===== src/rtl/execute_ldst_responder_pkg.sv =====
// rtl/execute_ldst_responder_pkg.sv - LDST order codes, FSM states, request record and helpers
package execute_ldst_responder_pkg;

  typedef enum logic [1:0] {
    ORDER_BYTE = 2'd0,
    ORDER_HALF = 2'd1,
    ORDER_WORD = 2'd2
  } ldst_order_e;

  typedef enum logic [1:0] {
    ST_IDLE  = 2'd0,
    ST_ISSUE = 2'd1,
    ST_WAIT  = 2'd2,
    ST_DRAIN = 2'd3
  } ldst_state_e;

  typedef struct packed {
    logic        rw;
    logic [31:0] pdt;
    logic [31:0] addr;
    logic [31:0] data;
    logic [1:0]  order;
    logic [3:0]  mask;
    logic [1:0]  shift;
  } ldst_req_t;

  localparam int LDST_REQ_W = $bits(ldst_req_t);

  // Shift the addressed lane down to bit 0, then zero-extend to the access size.
  function automatic logic [31:0] load_align(input logic [31:0] raw, input logic [1:0] order,
                                             input logic [1:0] shift);
    logic [31:0] w;
    w = raw >> {shift, 3'b000};
    case (order)
      ORDER_BYTE: return {24'h0, w[7:0]};
      ORDER_HALF: return {16'h0, w[15:0]};
      default:    return w;
    endcase
  endfunction

  function automatic logic align_fault(input logic [1:0] order, input logic [1:0] addr_lo,
                                       input logic [3:0] mask);
    return ((order == ORDER_HALF) && addr_lo[0]) ||
           ((order == ORDER_WORD) && (addr_lo != 2'b00)) ||
           (mask == 4'b0000);
  endfunction

endpackage


===== src/rtl/execute_ldst_req_fifo.sv =====
// rtl/execute_ldst_req_fifo.sv - LDST request buffer with flush; count is DEPTH_N+1 bits wide
module execute_ldst_req_fifo
  import execute_ldst_responder_pkg::*;
#(
  parameter int DEPTH   = 2,
  parameter int DEPTH_N = 1,
  parameter int W       = LDST_REQ_W
) (
  input  logic           clk,
  input  logic           rst,
  input  logic           flush,
  input  logic           push,
  input  logic [W-1:0]   push_data,
  input  logic           pop,
  output logic [W-1:0]   head,
  output logic [DEPTH_N:0] count,
  output logic           empty
);

  logic [W-1:0]         mem [DEPTH];
  logic [DEPTH_N-1:0]   wr_ptr;
  logic [DEPTH_N-1:0]   rd_ptr;
  logic                 full;
  logic                 do_push;
  logic                 do_pop;

  assign full    = (count == (DEPTH_N + 1)'(DEPTH));
  assign empty   = (count == '0);
  assign do_push = push && !full && !flush;
  assign do_pop  = pop && !empty && !flush;
  assign head    = mem[rd_ptr];

  always_ff @(posedge clk) begin
    if (do_push) mem[wr_ptr] <= push_data;
  end

  // Pointers wrap naturally because DEPTH is a power of two.
  always_ff @(posedge clk or posedge rst) begin
    if (rst) begin
      wr_ptr <= '0;
      rd_ptr <= '0;
      count  <= '0;
    end else if (flush) begin
      wr_ptr <= '0;
      rd_ptr <= '0;
      count  <= '0;
    end else begin
      if (do_push) wr_ptr <= wr_ptr + 1'b1;
      if (do_pop)  rd_ptr <= rd_ptr + 1'b1;
      case ({do_push, do_pop})
        2'b10:   count <= count + 1'b1;
        2'b01:   count <= count - 1'b1;
        default: count <= count;
      endcase
    end
  end

endmodule


===== src/rtl/execute_ldst_responder.sv =====
// rtl/execute_ldst_responder.sv - LDST buffer, memory issue FSM and load return; LDST_ALIGN_FAULT_EN adds alignment faults
module execute_ldst_responder
  import execute_ldst_responder_pkg::*;
#(
  parameter int P_FIFO_DEPTH   = 2,
  parameter int P_FIFO_DEPTH_N = 1
) (
  input  logic        iCLOCK,
  input  logic        iRESET,
  input  logic        iFLUSH,
  input  logic        iLDST_REQ,
  output logic        oLDST_BUSY,
  input  logic        iLDST_RW,
  input  logic [31:0] iLDST_PDT,
  input  logic [31:0] iLDST_ADDR,
  input  logic [31:0] iLDST_DATA,
  input  logic [1:0]  iLDST_ORDER,
  input  logic [3:0]  iLDST_MASK,
  input  logic [1:0]  iLOAD_SHIFT,
  output logic        oMEM_REQ,
  input  logic        iMEM_LOCK,
  output logic        oMEM_RW,
  output logic [31:0] oMEM_PDT,
  output logic [31:0] oMEM_ADDR,
  output logic [31:0] oMEM_DATA,
  output logic [1:0]  oMEM_ORDER,
  output logic [3:0]  oMEM_MASK,
  input  logic        iMEM_VALID,
  input  logic [31:0] iMEM_DATA,
  output logic        oWB_VALID,
  output logic        oWB_RW,
  output logic [31:0] oWB_DATA,
  output logic        oWB_FAULT
);

  localparam int CNT_W = P_FIFO_DEPTH_N + 1;

  ldst_state_e        state;
  ldst_req_t          req;
  ldst_req_t          push_req;
  ldst_req_t          head;
  logic [CNT_W-1:0]   fifo_count;
  logic               fifo_empty;
  logic               fifo_push;
  logic               fifo_pop;
  logic               head_fault;

  assign push_req = '{rw: iLDST_RW, pdt: iLDST_PDT, addr: iLDST_ADDR, data: iLDST_DATA,
                      order: iLDST_ORDER, mask: iLDST_MASK, shift: iLOAD_SHIFT};

  assign oLDST_BUSY = (fifo_count == CNT_W'(P_FIFO_DEPTH)) || (state == ST_DRAIN);
  assign fifo_push  = iLDST_REQ && !oLDST_BUSY && !iFLUSH;

`ifdef LDST_ALIGN_FAULT_EN
  assign head_fault = align_fault(head.order, head.addr[1:0], head.mask);
`else
  assign head_fault = 1'b0;
`endif

  // A faulting head is popped from IDLE without issue; WAIT only chains directly into clean requests.
  assign fifo_pop = !iFLUSH && !fifo_empty &&
                    ((state == ST_IDLE) || ((state == ST_WAIT) && iMEM_VALID && !head_fault));

  execute_ldst_req_fifo #(
    .DEPTH   (P_FIFO_DEPTH),
    .DEPTH_N (P_FIFO_DEPTH_N),
    .W       (LDST_REQ_W)
  ) u_fifo (
    .clk       (iCLOCK),
    .rst       (iRESET),
    .flush     (iFLUSH),
    .push      (fifo_push),
    .push_data (push_req),
    .pop       (fifo_pop),
    .head      (head),
    .count     (fifo_count),
    .empty     (fifo_empty)
  );

  assign oMEM_RW    = req.rw;
  assign oMEM_PDT   = req.pdt;
  assign oMEM_ADDR  = req.addr;
  assign oMEM_DATA  = req.data;
  assign oMEM_ORDER = req.order;
  assign oMEM_MASK  = req.mask;

  always_ff @(posedge iCLOCK or posedge iRESET) begin
    if (iRESET) begin
      state     <= ST_IDLE;
      req       <= '0;
      oMEM_REQ  <= 1'b0;
      oWB_VALID <= 1'b0;
      oWB_RW    <= 1'b0;
      oWB_DATA  <= 32'h0;
      oWB_FAULT <= 1'b0;
    end else begin
      oWB_VALID <= 1'b0;
      oWB_RW    <= 1'b0;
      oWB_DATA  <= 32'h0;
      oWB_FAULT <= 1'b0;
      case (state)
        ST_IDLE: begin
          if (!iFLUSH && !fifo_empty) begin
            if (head_fault) begin
              oWB_VALID <= 1'b1;
              oWB_RW    <= head.rw;
              oWB_FAULT <= 1'b1;
            end else begin
              req      <= head;
              oMEM_REQ <= 1'b1;
              state    <= ST_ISSUE;
            end
          end
        end
        ST_ISSUE: begin
          if (iFLUSH || !iMEM_LOCK) begin
            oMEM_REQ <= 1'b0;
            state    <= iFLUSH ? ST_IDLE : ST_WAIT;
          end
        end
        ST_WAIT: begin
          // A completion arriving with the flush is dropped; there is then nothing left to drain.
          if (iFLUSH) begin
            state <= iMEM_VALID ? ST_IDLE : ST_DRAIN;
          end else if (iMEM_VALID) begin
            oWB_VALID <= 1'b1;
            oWB_RW    <= req.rw;
            oWB_DATA  <= req.rw ? 32'h0 : load_align(iMEM_DATA, req.order, req.shift);
            if (!fifo_empty && !head_fault) begin
              req      <= head;
              oMEM_REQ <= 1'b1;
              state    <= ST_ISSUE;
            end else begin
              state <= ST_IDLE;
            end
          end
        end
        ST_DRAIN: begin
          if (iMEM_VALID) state <= ST_IDLE;
        end
        default: state <= ST_IDLE;
      endcase
    end
  end

endmodule


===== config.mk =====
export PLATFORM = sky130hd
export DESIGN_NAME = execute_ldst_responder
export DESIGN_NICKNAME = d
export VERILOG_FILES = /design/src/rtl/execute_ldst_responder_pkg.sv /design/src/rtl/execute_ldst_req_fifo.sv /design/src/rtl/execute_ldst_responder.sv
export SDC_FILE = /design/constraint.sdc
export NUM_CORES = 1
export LEC_CHECK = 0
export ABC_AREA = 1
export CAP_MARGIN = 10
export CORE_MARGIN = 3
export CORE_UTILIZATION = 32
export DETAILED_ROUTE_END_ITERATION = 16
export GPL_TIMING_DRIVEN = 0
export PLACE_DENSITY = 0.57
export SLEW_MARGIN = 30
export SYNTH_ARGS = -nofsm -noshare
export SYNTH_HDL_FRONTEND = slang
export SYNTH_SLANG_ARGS = --single-unit

===== constraint.sdc =====
create_clock -name iCLOCK -period 6.7 [get_ports iCLOCK]
set_input_delay 1.34 -clock iCLOCK [delete_from_list [all_inputs] [get_ports iCLOCK]]
set_output_delay 1.34 -clock iCLOCK [all_outputs]
set_load 0.005 [all_outputs]

== Word level (Yosys, flattened, before mapping) ==
Memory sizes are Yosys's and may differ from the RTL's.
Index checks and enable logic that the tools add are counted.

* Bits in read-only memories: 0
* Memories kept: 1
* Bits of input ports: 143
* Memory bits (writable): 210
* Latch bits: 0
* Output and inout port bits: 140
* Register bits: 146

* Reduce and logical (&&, ||, !) cells: 28
* Shift operators: 1
* Multiplexer cells: 39
* Divide/modulo/power cells: 0
* Bitwise logic cells: 0
* Multiply operators: 0
* Magnitude comparators: 0
* Add/subtract/negate cells: 4
* Equality and inequality tests: 14

{| class="wikitable"
|+ Memory list
! name !! words !! width !! read ports !! clocked after Yosys merged registers in !! write ports !! line !! text
|-
| u_fifo.mem || 2 || 105 || 1 || 0 || 1 || execute_ldst_req_fifo.sv:20 || <nowiki>logic [W-1:0] mem [DEPTH];</nowiki>
|}

{| class="wikitable"
|+ Operator list
! operator !! number
|-
| $mux W105 || 4
|-
| $pmux W105 S2 || 1
|-
| $mux W32 || 4
|-
| $pmux W32 S2 || 1
|-
| $shr A32 B5 Y32 || 1
|-
| $mux W1 || 18
|-
| $mux W2 || 8
|-
| $ne A2 B2 Y1 const B || 5
|-
| $logic_and A1 B1 Y1 || 9
|-
| $eq A2 B2 Y1 const B || 4
|-
| $pmux W2 S4 || 1
|-
| $eq A2 B1 Y1 const B || 3
|-
| $logic_not A2 Y1 || 3
|-
| $reduce_and A6 Y1 || 1
|-
| $reduce_bool A2 Y1 || 3
|-
| $reduce_bool A3 Y1 || 2
|-
| $logic_not A1 Y1 || 5
|-
| $reduce_and A5 Y1 || 1
|-
| $pmux W2 S2 || 1
|-
| $reduce_and A4 Y1 || 1
|-
| $logic_or A1 B1 Y1 || 3
|-
| $ne A3 B3 Y1 const B || 1
|-
| $pmux W1 S3 || 1
|-
| $add A1 B1 Y1 const B || 2
|-
| other kinds (3) || 3
|}

== Depth between registers and ports, before layout ==
Gate-level depths: netlist of the first run.

* Depth in word-level cells: 10
* Depth in mapped cells: 9
* Mapped depth without buffers: 8

== Cells and area by module ==
A second synthesis of the first run with hierarchy kept.

* Cell total of the unflattened synthesis: 1,367
* Area total of the unflattened synthesis: 14,420.1 um2

{| class="wikitable"
|+ Modules (own cells, without submodules)
! module !! cells an instance !! area an instance (um2) !! times used
|-
| execute_ldst_req_fifo || 586 || 7,915.1 || 1
|-
| execute_ldst_responder || 781 || 6,505.0 || 1
|}

== Least setup slack after synthesis of the first run ==
No wires, ideal clock.

* Kind: input -> register
* From: input port iFLUSH
* To: memory u_fifo.mem[0][0] in the netlist's numbering, enable pin
* Stages: 4
* Arrival time: 6.123 ns
* Data required time: 6.129 ns
* Setup slack: 0.005 ns
* Path buffers: 1
* Cells stage by stage: buf_2 > nor2_1 > nand3_1 > nor2_1

* Longest elaborated chain between the ends: 6

{| class="wikitable"
|+ Ends and longest elaborated chain
! element !! line !! text
|-
| from (decl) || execute_ldst_responder.sv:10 || <nowiki>input logic iFLUSH,</nowiki>
|-
| $logic_not A1 Y1 * || execute_ldst_req_fifo.sv:29, execute_ldst_responder.sv:52 ||
|-
| $logic_and A1 B1 Y1 || execute_ldst_responder.sv:52 || <nowiki>assign fifo_push = iLDST_REQ && !oLDST_BUSY && !iFLUSH;</nowiki>
|-
| $logic_and A1 B1 Y1 || execute_ldst_req_fifo.sv:29 || <nowiki>assign do_push = push && !full && !flush;</nowiki>
|-
| $logic_and A1 B1 Y1 * || execute_ldst_req_fifo.sv:29 ||
|-
| $mux W1 * || execute_ldst_req_fifo.sv:34 || <nowiki>if (do_push) mem[wr_ptr] <= push_data;</nowiki>
|-
| $mux W1 (implied by the code) * || execute_ldst_req_fifo.sv:34 ||
|-
| to (decl) || execute_ldst_req_fifo.sv:20 ||
|}

Mark *: on every way between the ends. The rest lies on a longest branch, timed or not.

== Worst setup path after layout of the first run ==
* From: input port iLDST_REQ
* To: memory u_fifo.mem[1][54] in the netlist's numbering, enable pin

* Longest elaborated chain between the ends: 6

{| class="wikitable"
|+ Ends and longest elaborated chain
! element !! line !! text
|-
| from (decl) || execute_ldst_responder.sv:11 || <nowiki>input logic iLDST_REQ,</nowiki>
|-
| $logic_and A1 B1 Y1 (2 in a row) || execute_ldst_responder.sv:52 ||
|-
| $logic_and A1 B1 Y1 (2 in a row) || execute_ldst_req_fifo.sv:29 ||
|-
| $mux W1 || execute_ldst_req_fifo.sv:34 ||
|-
| $mux W1 (implied by the code) || execute_ldst_req_fifo.sv:34 ||
|}

Every way passes these cells.

==> results of run 1 <==
## cells in the final DEF (no fill, tap or decap), types with 10 or more instances in the layout
cell,instances
inv_1,119
nor2_1,23
buf_4,112
buf_6,11
nor2_2,11
clkbuf_1,30
buf_2,19
a21oi_1,10
edfxtp_1,210
o21ai_0,168
dfrtp_1,146
clkdlybuf4s50_1,280
o21ai_1,42
clkbuf_16,40
nand2_1,306
nand3_1,15
buf_16,12
## per-stage QoR
step           total power [mW]  setup slack (ps)
2_1_floorplan              4.54              5.38
3_3_place_gp               5.79             -3660
3_5_place_dp               5.86              2870
4_1_cts                    8.09              3460
5_1_grt                    8.44              3300
6_report                   7.94              3460
## state kept, by name (all words and copies together), names as in the netlist
register,flops
u_fifo.count,2
u_fifo.rd_ptr,1
oMEM_ADDR,32
req,2
oWB_VALID,1
oMEM_ORDER,2
state,2
oMEM_PDT,32
oMEM_REQ,1
oMEM_DATA,32
u_fifo.wr_ptr,1
u_fifo.mem,210
oMEM_MASK,4
oWB_DATA,32
oMEM_RW,1
oWB_RW,1
## layer usage
metal  share of wire (%)  global-route usage [%]  wire length [um]  vias up
li1                    -                       -                 -     4663
met1                  40                    17.5             14300     4520
met2                  50                    26.9             18300      267
met3                 7.1                    4.57              2590       78
met4                 2.6                    5.41               956       12
met5                0.23                       0                83        -
## cell type report
cell class	instances	area (um^2)	share of cell area [%]
repair buffers	292	3130	16.1
flip-flops and latches	356	9960	51.1
well taps	585	732	3.76
diodes	1	2.50	0.0128
multi-input cells	606	2740	14.1
plain buffers	161	1130	5.81
inverters	122	465	2.39
clock inverters	12	151	0.777
clock buffers	61	1170	6.00
## where the power goes
group | total (mW) | switching [mW] | internal [mW]
Combinational | 2.74 | 1.33 | 1.41
Sequential | 3.02 | 0.222 | 2.80
Clock | 2.18 | 0.855 | 1.32
## worst max-delay path, stage by stage
cell,delay [ps]
clkdlybuf4s50_1,510
inv_1,50
nor2_1,70
nand3_1,220
nor2_4,530
buf_16,230
buf_16,180
buf_16,160
buf_16,160
## logic make-up (layout without fill, tap and decap cells)
group,count (synthesis),in the layout,synth area share (%)
mux,5,5,0.351
buf+inv,283,648,11.1
compound gates,226,226,8.03
flops,356,356,69.8
xor+xnor,2,2,0.123
simple gates,372,372,10.5
other cells,1,2,0.0263
## how the worst max path moves through the flow
stage / end / cells after the start / from
CTS: u_fifo.mem[1][48]$_DFFE_PP_ / 9 / iLDST_REQ
global placement: u_fifo.wr_ptr$_DFFE_PP0P_ / 6 / iLDST_REQ
floorplan: u_fifo.mem[0][0]$_DFFE_PP_ / 4 / iFLUSH
detailed placement: u_fifo.mem[1][55]$_DFFE_PP_ / 9 / iLDST_REQ
global route: u_fifo.mem[1][66]$_DFFE_PP_ / 9 / iLDST_REQ
finish: u_fifo.mem[1][54]$_DFFE_PP_ / 9 / iLDST_REQ
==> flow_summary_export.csv, run 1 <==
group,metric,value,unit
run_status,status,"finished clean",
clock_tree,clockRootBuffer,"clkbuf_16",
sta,period_share,48.3,%
synthesis,avgSynthCellArea,11.5,um^2
synthesis,synth-seq-cells,356,
placement,dpl_cell_area,18200,um^2
synthesis,ys_types,29,
global_routing,grt_max_degree,79,
synthesis,synth_top_cell_by_area,"edfxtp_1",
clock_tree,postCtsSetupBuffers,0,
pwr,p_leak,8.12,nW
worst_setup_path,cp-end-kind,"register",
clock_tree,path_clk_slew,60,ps
global_routing,grt_usage,15.2,%
placement,placed_cells,2122,
floorplan,ioPinCount,283,
placement,globalplace.congestion,0.839,
sta,maxSlewViolCount,0,
synthesis,netlist_area,14300,um^2
worst_setup_path,worstRegToRegCells,9,
global_routing,grt_pass1_vias,9780,
synthesis,syn_inst,1245,
clock_tree,cts_tree,"done",
synthesis,yosys-top-cells-count,"nand2_1, edfxtp_1, o21ai_0",
global_routing,grt_antenna_before_repair,7,
global_routing,grt_pass1_wl,55200,um
finish,fin_area,19500,um^2
floorplan,core,43600,um^2
sta,fin_worst_skew,18.9,ps
finish,finalNetCount,1722,
sta,min_period,3240,ps
clock_tree,cts_max_path_buffers,3,
synthesis,yosysTopAreaCellShare,44.2,%
sta,relSlewSlack,56.9,%
synthesis,synth-async-reset-ratio,41.0,%
routing,drt_iter0_markers,560,
clock_tree,hold_buffers,0,
synthesis,synth_fp_nets,1388,
clock_tree,htree_levels,2,
finish,fillCellCount,4122,
routing,wl,36200,um
worst_setup_path,r2r_slack,4250,ps
worst_setup_path,path_max_fanout,18,
floorplan,die_area,47200,um^2
routing,vias,9540,
floorplan,start_util,32.8,%
synthesis,yosysWarnings,0,
sta,hold_ws,472,ps
synthesis,synthTopCellsByArea,"edfxtp_1, dfrtp_1, nand2_1, buf_4, o21ai_0",
clock_tree,cts.sinks,356,
worst_setup_path,critPathKind,"input pin to register",
synthesis,synth_edf_count,210,
min_path,hp-start,"oMEM_REQ$_DFFE_PP0P_",
min_path,hp-class,"register to register",
floorplan,die_height,217,um
sta,clock.fmax,0.309,GHz
min_path,min_to,"oMEM_REQ$_DFFE_PP0P_",
worst_setup_path,crit_required,6950,ps
routing,first_pass_iters,7,
worst_setup_path,reg2reg_to,"u_fifo.mem[1][54]$_DFFE_PP_",
finish,drive_gt1_share,14.7,%
synthesis,yosysMostFrequentCell,"nand2_1",
sta,finalHoldViolations,0,
min_path,hold-path-cell-count,2,
clock_tree,cts_resized,0,
sta,setup_viol,0,
clock_tree,clk_latency,550,ps
sta,tns,0,ps
worst_setup_path,r2r_start,"u_fifo.count[0]$_DFFE_PP0P_",
global_routing,grt_overflow_total,0,
routing,detail-route-antenna-nets,0,
placement,portBuffers,280,
floorplan,die_x,217,um
routing,vias_per_cell,4.34,
worst_setup_path,start_kind,"input pin",
job,drv_cap,0,
worst_setup_path,arrival,3490,ps
clock_tree,numCtsBuffers,40,
floorplan,fp-row-count,76,
routing,routedWlPerCell,16.5,um
finish,utilization,44.7,%
sta,worst_pin_slew,645,ps
pwr,peakVddDrop,0.237,mV
routing,drc,0,
synthesis,synthFlopType,"edfxtp_1",
placement,dp_hpwl,25500,um
pwr,power.density,407,nW/um^2
sta,grt_setup_unrepaired,"no",
finish,fin_cells,2196,
finish,area_growth,36.5,%
synthesis,seq_area_frac_synth,69.8,%
No activity file was read; power rests on OpenSTA's default activity.
==> run 2: changes to the inputs <==
Clock period 6.7 ns to 3.25 ns, I/O delays scaled along.
==> flow_summary_export.csv, run 2 (same netlist as run 1, synthesis figures left out) <==
group,metric,value,unit
run_status,status,"finished clean",
worst_setup_path,reg2reg_to,"u_fifo.mem[0][47]$_DFFE_PP_",
finish,register_area,9960,um^2
global_routing,grt_pass1_vias,9722,
finish,final_cell_mix,"nand2_1, clkdlybuf4s50_1, edfxtp_1",
min_path,hp-start,"iFLUSH",
clock_tree,htree_levels,2,
global_routing,grt_usage,15.3,%
pwr,p_total,16.4,mW
clock_tree,clockRootBuffer,"clkbuf_16",
sta,tns,0,ps
routing,wl,36300,um
placement,portBuffers,280,
pwr,switching_share,30.6,%
routing,vias,9504,
routing,drc,0,
global_routing,grt_pass1_wl,55400,um
global_routing,grt_max_degree,27,
worst_setup_path,r2r_slack,1040,ps
pwr,switchingPower,5.01,mW
sta,period_share,76.5,%
sta,min_period,2490,ps
min_path,min_to,"oWB_RW$_DFF_PP0_",
clock_tree,hold_buffers,0,
clock_tree,postCtsSetupBuffers,0,
pwr,seqPwrFrac,38.0,%
clock_tree,cts.sinks,356,
worst_setup_path,crit_buf_inv,3,
finish,fillCellCount,4083,
worst_setup_path,crit_chain,"buf_2, inv_1, nand2_1, nand2_1, clkdlybuf4s50_1",
pwr,p_leak,8.17,nW
finish,layout.cells.most_common,"nand2_1",
placement,globalplace.congestion,0.836,
routing,routedWlPerCell,16.5,um
worst_setup_path,cpMostUsedCell,"nand2_1",
min_path,hold-path-cell-count,2,
floorplan,ioPinCount,283,
floorplan,die_height,217,um
clock_tree,cts_resized,0,
floorplan,die_area,47200,um^2
worst_setup_path,slowest_stage,"clkdlybuf4s50_1",
worst_setup_path,critPathKind,"register to output pin",
finish,finalNetCount,1728,
finish,multi_input_area,2740,um^2
worst_setup_path,crit_required,2600,ps
worst_setup_path,worstRegToRegCells,7,
worst_setup_path,critPathTopFamily,"buffers and inverters",
worst_setup_path,path_max_fanout,7,
placement,dpl_cell_area,18300,um^2
worst_setup_path,start_kind,"register",
sta,grt_setup_unrepaired,"no",
finish,fin_area,19600,um^2
finish,drive_gt1_share,14.8,%
worst_setup_path,r2r_start,"u_fifo.count[0]$_DFFE_PP0P_",
pwr,clkPwrFrac,27.4,%
pwr,comb_power_share,34.6,%
pwr,peakVddDrop,0.460,mV
finish,largest_reg_flops,210,
sta,clock.fmax,0.402,GHz
job,drv_cap,0,
placement,dp_hpwl,25700,um
worst_setup_path,cp-end-kind,"output pin",
clock_tree,clk_latency,550,ps
routing,first_pass_iters,5,
floorplan,die_x,217,um
floorplan,start_util,32.8,%
finish,area_growth,37.2,%
sta,finalHoldViolations,0,
sta,maxSlewViolCount,0,
sta,setup_viol,0,
sta,hold_ws,417,ps
min_path,hp-class,"input pin to register",
floorplan,fp-row-count,76,
placement,placed_cells,2127,
finish,fin_cells,2204,
routing,vias_per_cell,4.31,
worst_setup_path,arrival,1840,ps
routing,drt_iter0_markers,592,
clock_tree,numCtsBuffers,41,
pwr,power.density,836,nW/um^2
sta,relSlewSlack,56.5,%
sta,worst_pin_slew,652,ps
routing,detail-route-antenna-nets,0,
finish,top_register,"u_fifo.mem",
pwr,p_int,11.4,mW
floorplan,core,43600,um^2
clock_tree,cts_max_path_buffers,3,
global_routing,grt_overflow_total,0,
worst_setup_path,cpPeakStageDelay,540,ps
sta,fin_worst_skew,12.8,ps
clock_tree,cts_tree,"done",
global_routing,grt_antenna_before_repair,6,
clock_tree,path_clk_slew,60,ps
-- run 2: cell types whose count changed in the layout (fill, tap and decap cells not counted), sizes merged --
cell    previous run  this run
clkinv             7        13
buf              155       160
bufinv             3         2
clkbuf            79        78
inv              123       122
-- run 2: power groups by stage --
stage	sequential [mW]	clock (mW)	combinational, mW
after floorplan	6.19	0	3.15
after global placement	6.33	0	5.59
after detailed placement	6.30	0	5.78
after CTS	6.23	4.63	5.81
after global routing	6.33	4.79	6.32
final	6.23	4.48	5.66
-- run 2: stage by stage --
step	utilization, %	worst slack, ps
2_1_floorplan	-	-1000
3_3_place_gp	40.9	-3430
3_5_place_dp	41.9	377
4_1_cts	44.9	704
5_1_grt	45.0	643
6_report	45.0	762
-- run 2: how the worst max path moves through the flow --
stage | end | startpoint | cells after the start
final | oLDST_BUSY | u_fifo.count[0]$_DFFE_PP0P_ | 5
after global routing | oLDST_BUSY | u_fifo.count[0]$_DFFE_PP0P_ | 5
after CTS | oLDST_BUSY | u_fifo.count[0]$_DFFE_PP0P_ | 5
after detailed placement | u_fifo.mem[0][52]$_DFFE_PP_ | iLDST_REQ | 7
after global placement | u_fifo.mem[0][54]$_DFFE_PP_ | iLDST_REQ | 5
after floorplan | u_fifo.mem[0][0]$_DFFE_PP_ | iFLUSH | 4
-- run 2: per-layer routing --
metal	track usage, %	up-vias	share of wire [%]
met4	5.04	10	2.5
li1	-	4684	-
met3	4.80	68	7.7
met2	26.8	265	50
met5	0	-	0.19
met1	17.7	4477	40
-- run 2: area by class of cell --
cell class | instances | area share [%]
Multi-Input combinational cell | 606 | 14.0
Clock inverter | 16 | 0.773
Buffer | 161 | 5.78
Tap cell | 585 | 3.74
Clock buffer | 60 | 5.97
Timing Repair Buffer | 297 | 16.5
Inverter | 122 | 2.36
Sequential cell | 356 | 50.9
Antenna cell | 1 | 0.0128
-- run 2: worst reg2reg max path, delay by kind of cell, from the launching register on --
kind                   cells  cell delay [ps]
and+or+nand+nor            3              900
buffers and inverters      4              680
DFF                        1              320
==> run 3: changes to the inputs <==
Settings changed: PLACE_DENSITY 0.57 to 0.59.
Clock period 3.25 ns to 2.1 ns, I/O delays scaled along.
==> flow_summary_export.csv, run 3 (same netlist as run 1, synthesis figures left out) <==
group,metric,value,unit
routing,vias,9685,
floorplan,ioPinCount,283,
placement,dp_hpwl,26100,um
pwr,p_leak,8.19,nW
clock_tree,cts_max_path_buffers,3,
placement,portBuffers,280,
worst_setup_path,crit_buf_inv,2,
sta,grt_setup_unrepaired,"no",
run_status,status,"finished clean",
finish,final_cell_mix,"nand2_1, clkdlybuf4s50_1, edfxtp_1",
worst_setup_path,path_max_fanout,2,
worst_setup_path,cpPeakStageDelay,590,ps
placement,globalplace.congestion,0.877,
routing,drc,0,
floorplan,die_height,217,um
clock_tree,cts_tree,"done",
clock_tree,clk_latency,560,ps
floorplan,die_area,47200,um^2
placement,dpl_cell_area,18300,um^2
finish,fin_area,19600,um^2
clock_tree,htree_levels,2,
global_routing,grt_overflow_total,0,
worst_setup_path,start_kind,"register",
floorplan,die_x,217,um
min_path,hp-start,"iFLUSH",
routing,drt_iter0_markers,706,
pwr,power.density,1290,nW/um^2
finish,layout.cells.most_common,"nand2_1",
sta,worst_pin_slew,529,ps
min_path,hp-class,"input pin to register",
worst_setup_path,critPathKind,"register to output pin",
routing,highest_layer,"met5",
routing,wl,36600,um
worst_setup_path,r2r_start,"u_fifo.count[0]$_DFFE_PP0P_",
routing,wl_met2,18900,um
worst_setup_path,crit_required,1680,ps
worst_setup_path,critPathTopFamily,"buffers and inverters",
worst_setup_path,r2r_slack,250,ps
finish,drive_gt1_share,15.5,%
sta,relSlewSlack,64.7,%
routing,detail-route-antenna-nets,0,
clock_tree,cts.sinks,356,
clock_tree,hold_buffers,0,
floorplan,fp-row-count,76,
worst_setup_path,arrival,1580,ps
global_routing,grt_pass1_vias,9969,
job,drv_cap,0,
routing,wl_met1,14100,um
sta,min_period,2000,ps
floorplan,start_util,32.8,%
routing,wl_met3,2500,um
global_routing,grt_max_degree,31,
sta,period_share,95.3,%
worst_setup_path,crit_start,"oMEM_ADDR[28]$_DFFE_PP0P_",
floorplan,core,43600,um^2
global_routing,grt_antenna_before_repair,5,
global_routing,grt_usage,15.3,%
clock_tree,clockRootBuffer,"clkbuf_16",
finish,largest_reg_flops,210,
worst_setup_path,cp-end-kind,"output pin",
worst_setup_path,slowest_stage,"clkdlybuf4s50_1",
pwr,peakVddDrop,0.814,mV
routing,routedWlPerCell,16.6,um
sta,fin_worst_skew,22.0,ps
sta,tns,0,ps
finish,finalNetCount,1731,
clock_tree,path_clk_slew,60,ps
finish,area_growth,37.5,%
sta,clock.fmax,0.500,GHz
global_routing,grt_pass1_wl,55900,um
sta,finalHoldViolations,0,
routing,vias_per_cell,4.39,
clock_tree,numCtsBuffers,40,
worst_setup_path,crit_chain,"buf_4, clkdlybuf4s50_1",
finish,top_register,"u_fifo.mem",
sta,maxSlewViolCount,0,
routing,first_pass_iters,5,
sta,setup_viol,0,
finish,fillCellCount,4071,
[run 3: power breakdown]
group          leakage, nW  internal [mW]  switching [mW]
clock network        0.635           4.02            2.78
registers             3.78           8.92           0.710
logic                 3.77           4.57            4.29
[run 3: cell type report]
cell class	instances	area, um^2	share of cell area, %
flip-flops and latches	356	9960	50.8
inverters	122	462	2.35
clock buffers	56	1130	5.77
clock inverters	16	144	0.733
multi-input cells	606	2760	14.1
well taps	585	732	3.73
repair buffers	301	3280	16.7
plain buffers	161	1150	5.85
diodes	1	2.50	0.0128
[run 3: path summary, 6_finish.rpt]
path | to | cells after the start
setup / recovery | oMEM_ADDR[28] | 2
hold / removal | oWB_RW$_DFF_PP0_ | 2
setup reg to reg | u_fifo.mem[1][59]$_DFFE_PP_ | 8
hold reg to reg | oMEM_ADDR[29]$_DFFE_PP0P_ | 2
max in group asynchronous | oMEM_ADDR[1]$_DFFE_PP0P_ | 5
min in group asynchronous | oMEM_PDT[18]$_DFFE_PP0P_ | 2
[run 3: what timing repair did]
| item | CTS | global route |
|---|---|---|
| pin swaps | 0 | 2 |
| resized for setup | 3 | 2 |
| endpoints found under the setup margin | 2 | 46 |
| buffers inserted | 1 | 2 |
[run 3: routing by layer]
metal  vias to the layer above  GRT usage, %
li1                       4681             -
met3                        71          4.02
met4                         8          5.15
met1                      4642          17.5
met2                       283          27.9
met5                         -             0
[run 3: metrics by stage]
step	power, mW	worst slack, ps	cells	hold WS, ps	util, %
floorplan	14.5	-639	1245	454	-
global placement	18.4	-2330	2110	468	41.0
detailed placement	18.8	-410	2128	474	42.1
CTS	25.7	52.8	2201	38.1	45.0
global route	26.9	25.0	2204	56.6	45.1
finish	25.3	99.3	2204	82.3	45.1
==> edit (settings of run 3) <==
Set the parameter `P_FIFO_DEPTH` to 4 (it was 2).
--- a/src/rtl/execute_ldst_responder.sv
+++ b/src/rtl/execute_ldst_responder.sv
@@ -3,5 +3,5 @@
   import execute_ldst_responder_pkg::*;
 #(
-  parameter int P_FIFO_DEPTH   = 2,
+  parameter int P_FIFO_DEPTH   = 4,
   parameter int P_FIFO_DEPTH_N = 1
 ) (
Formal check against the unedited RTL: not equivalent (Yosys sat finds a counterexample within 4 cycles, from zero or initial values and one cycle with iRESET high).
==> edit against run 3 <==
Final area grew 0.62%; count of clock-buffer cells in the layout shrank 1; worst hold slack improved by 0.0032 ns; utilization increased by 0.18 points; via count decreased by 5.6%; die area is 0.42% higher; sequential cell count did not move; wire length shrank 1.2%; combinational power barely moved; total power is 0.66% lower; area after synthesis rose by 0.43%; fmax increased by 0.63%; setup slack gained 0.013 ns.
==> edit: results <==
yosys:
  synthTopCellsByCount: "nand2_1 (414), edfxtp_1 (210), dfrtp_1 (146)"
  muxShareOfSynthArea_pct: 8.35
  synth_area_leaders: "edfxtp_1 (44%), dfrtp_1 (25%), nand2_1 (11%), mux2_2 (7.9%), buf_4 (5.7%)"
  syn-instance-count: 1139
  synth_compound_area_share_pct: 0.890
  yosysSeqAreaShare_pct: 69.5
  synth_xor_area_share_pct: 0.0611
  syn_nets: 1282
  synth_edf_count: 210
setup_path:
  crit_path_end: "oMEM_DATA[20]"
  crit_slowest_cell: "clkdlybuf4s50_1"
  crit_start: "oMEM_DATA[20]"
  cp_slowest_stage_delay_ns: 0.55
  ff2ff_setup_slack_ns: 0.15
  r2r-end: "u_fifo.mem[1][70]"
sta:
  tightest_slew_ns: 0.676
  fin_skew_ns: 0.0184
  hold_ws_ns: 0.0855
  period_share_pct: 94.7
global_route:
  use_met2_pct: 25.6
  grt_pass1_vias: 9590
  grt_usage_pct: 15.2
  grt_util_met1_pct: 19.4
  grt_pass1_wl_mm: 55.6
  grt_start_max_net_pins: 25
  gr-usage-met3_pct: 4.01
  antenna_found_initial: 3
place:
  postPlaceCellArea_sq_um: 18400
  globalplace.congestion: 0.805
  dp_slack_ns: -0.589
  dp_cells: 2024
  dp.final_hpwl_mm: 25.2
finish:
  nets: 1637
  fillers: 3940
  fin_cells: 2113
  drive_above_1_share_pct: 22.4
power_and_ir_drop:
  irDropWorstVdd_mv: 0.690
  leakagePower_nw: 8.24
detailed_routing:
  wl_met1_mm: 15.5
  wirelength_mm: 36.1
  drt_iter0_drc: 574
  vias_per_cell: 4.33
  dr_wl_met3_mm: 2.34
  route.met2.wl_mm: 17.5
clock_network:
  post-cts-setup-buffer-count: 1
  post_cts_resized: 2
run_status:
  status: "completed"
## edit: cell types whose count changed in the layout (fill, tap and decap cells not counted), moves of 5 or more
cell	delta
nor2_1	+8
o21ai_0	-160
nor2_2	-8
o21ai_1	-36
inv_1	-103
clkinv_2	-5
buf_4	+6
o211ai_1	-5
nand2_1	+109
mux2_2	+100
clkinv_1	+7
## edit: power by group
part           internal (mW)  leakage, nW  switching [mW]
Sequential              8.88         3.78           0.680
Clock                   3.90        0.613            2.81
Combinational           4.90         3.84            3.95
## edit: cell type report
| class | instances | area [sq um] | area share, % |
|---|---|---|---|
| antenna | 2 | 5.00 | 0.0253 |
| buffer | 149 | 1080 | 5.48 |
| clock buffer | 55 | 1090 | 5.51 |
| clock inverter | 19 | 174 | 0.881 |
| inverter | 22 | 93.8 | 0.475 |
| multi-input combinational | 612 | 3240 | 16.4 |
| sequential | 356 | 9960 | 50.4 |
| tap | 585 | 732 | 3.71 |
| timing repair buffer | 313 | 3370 | 17.1 |
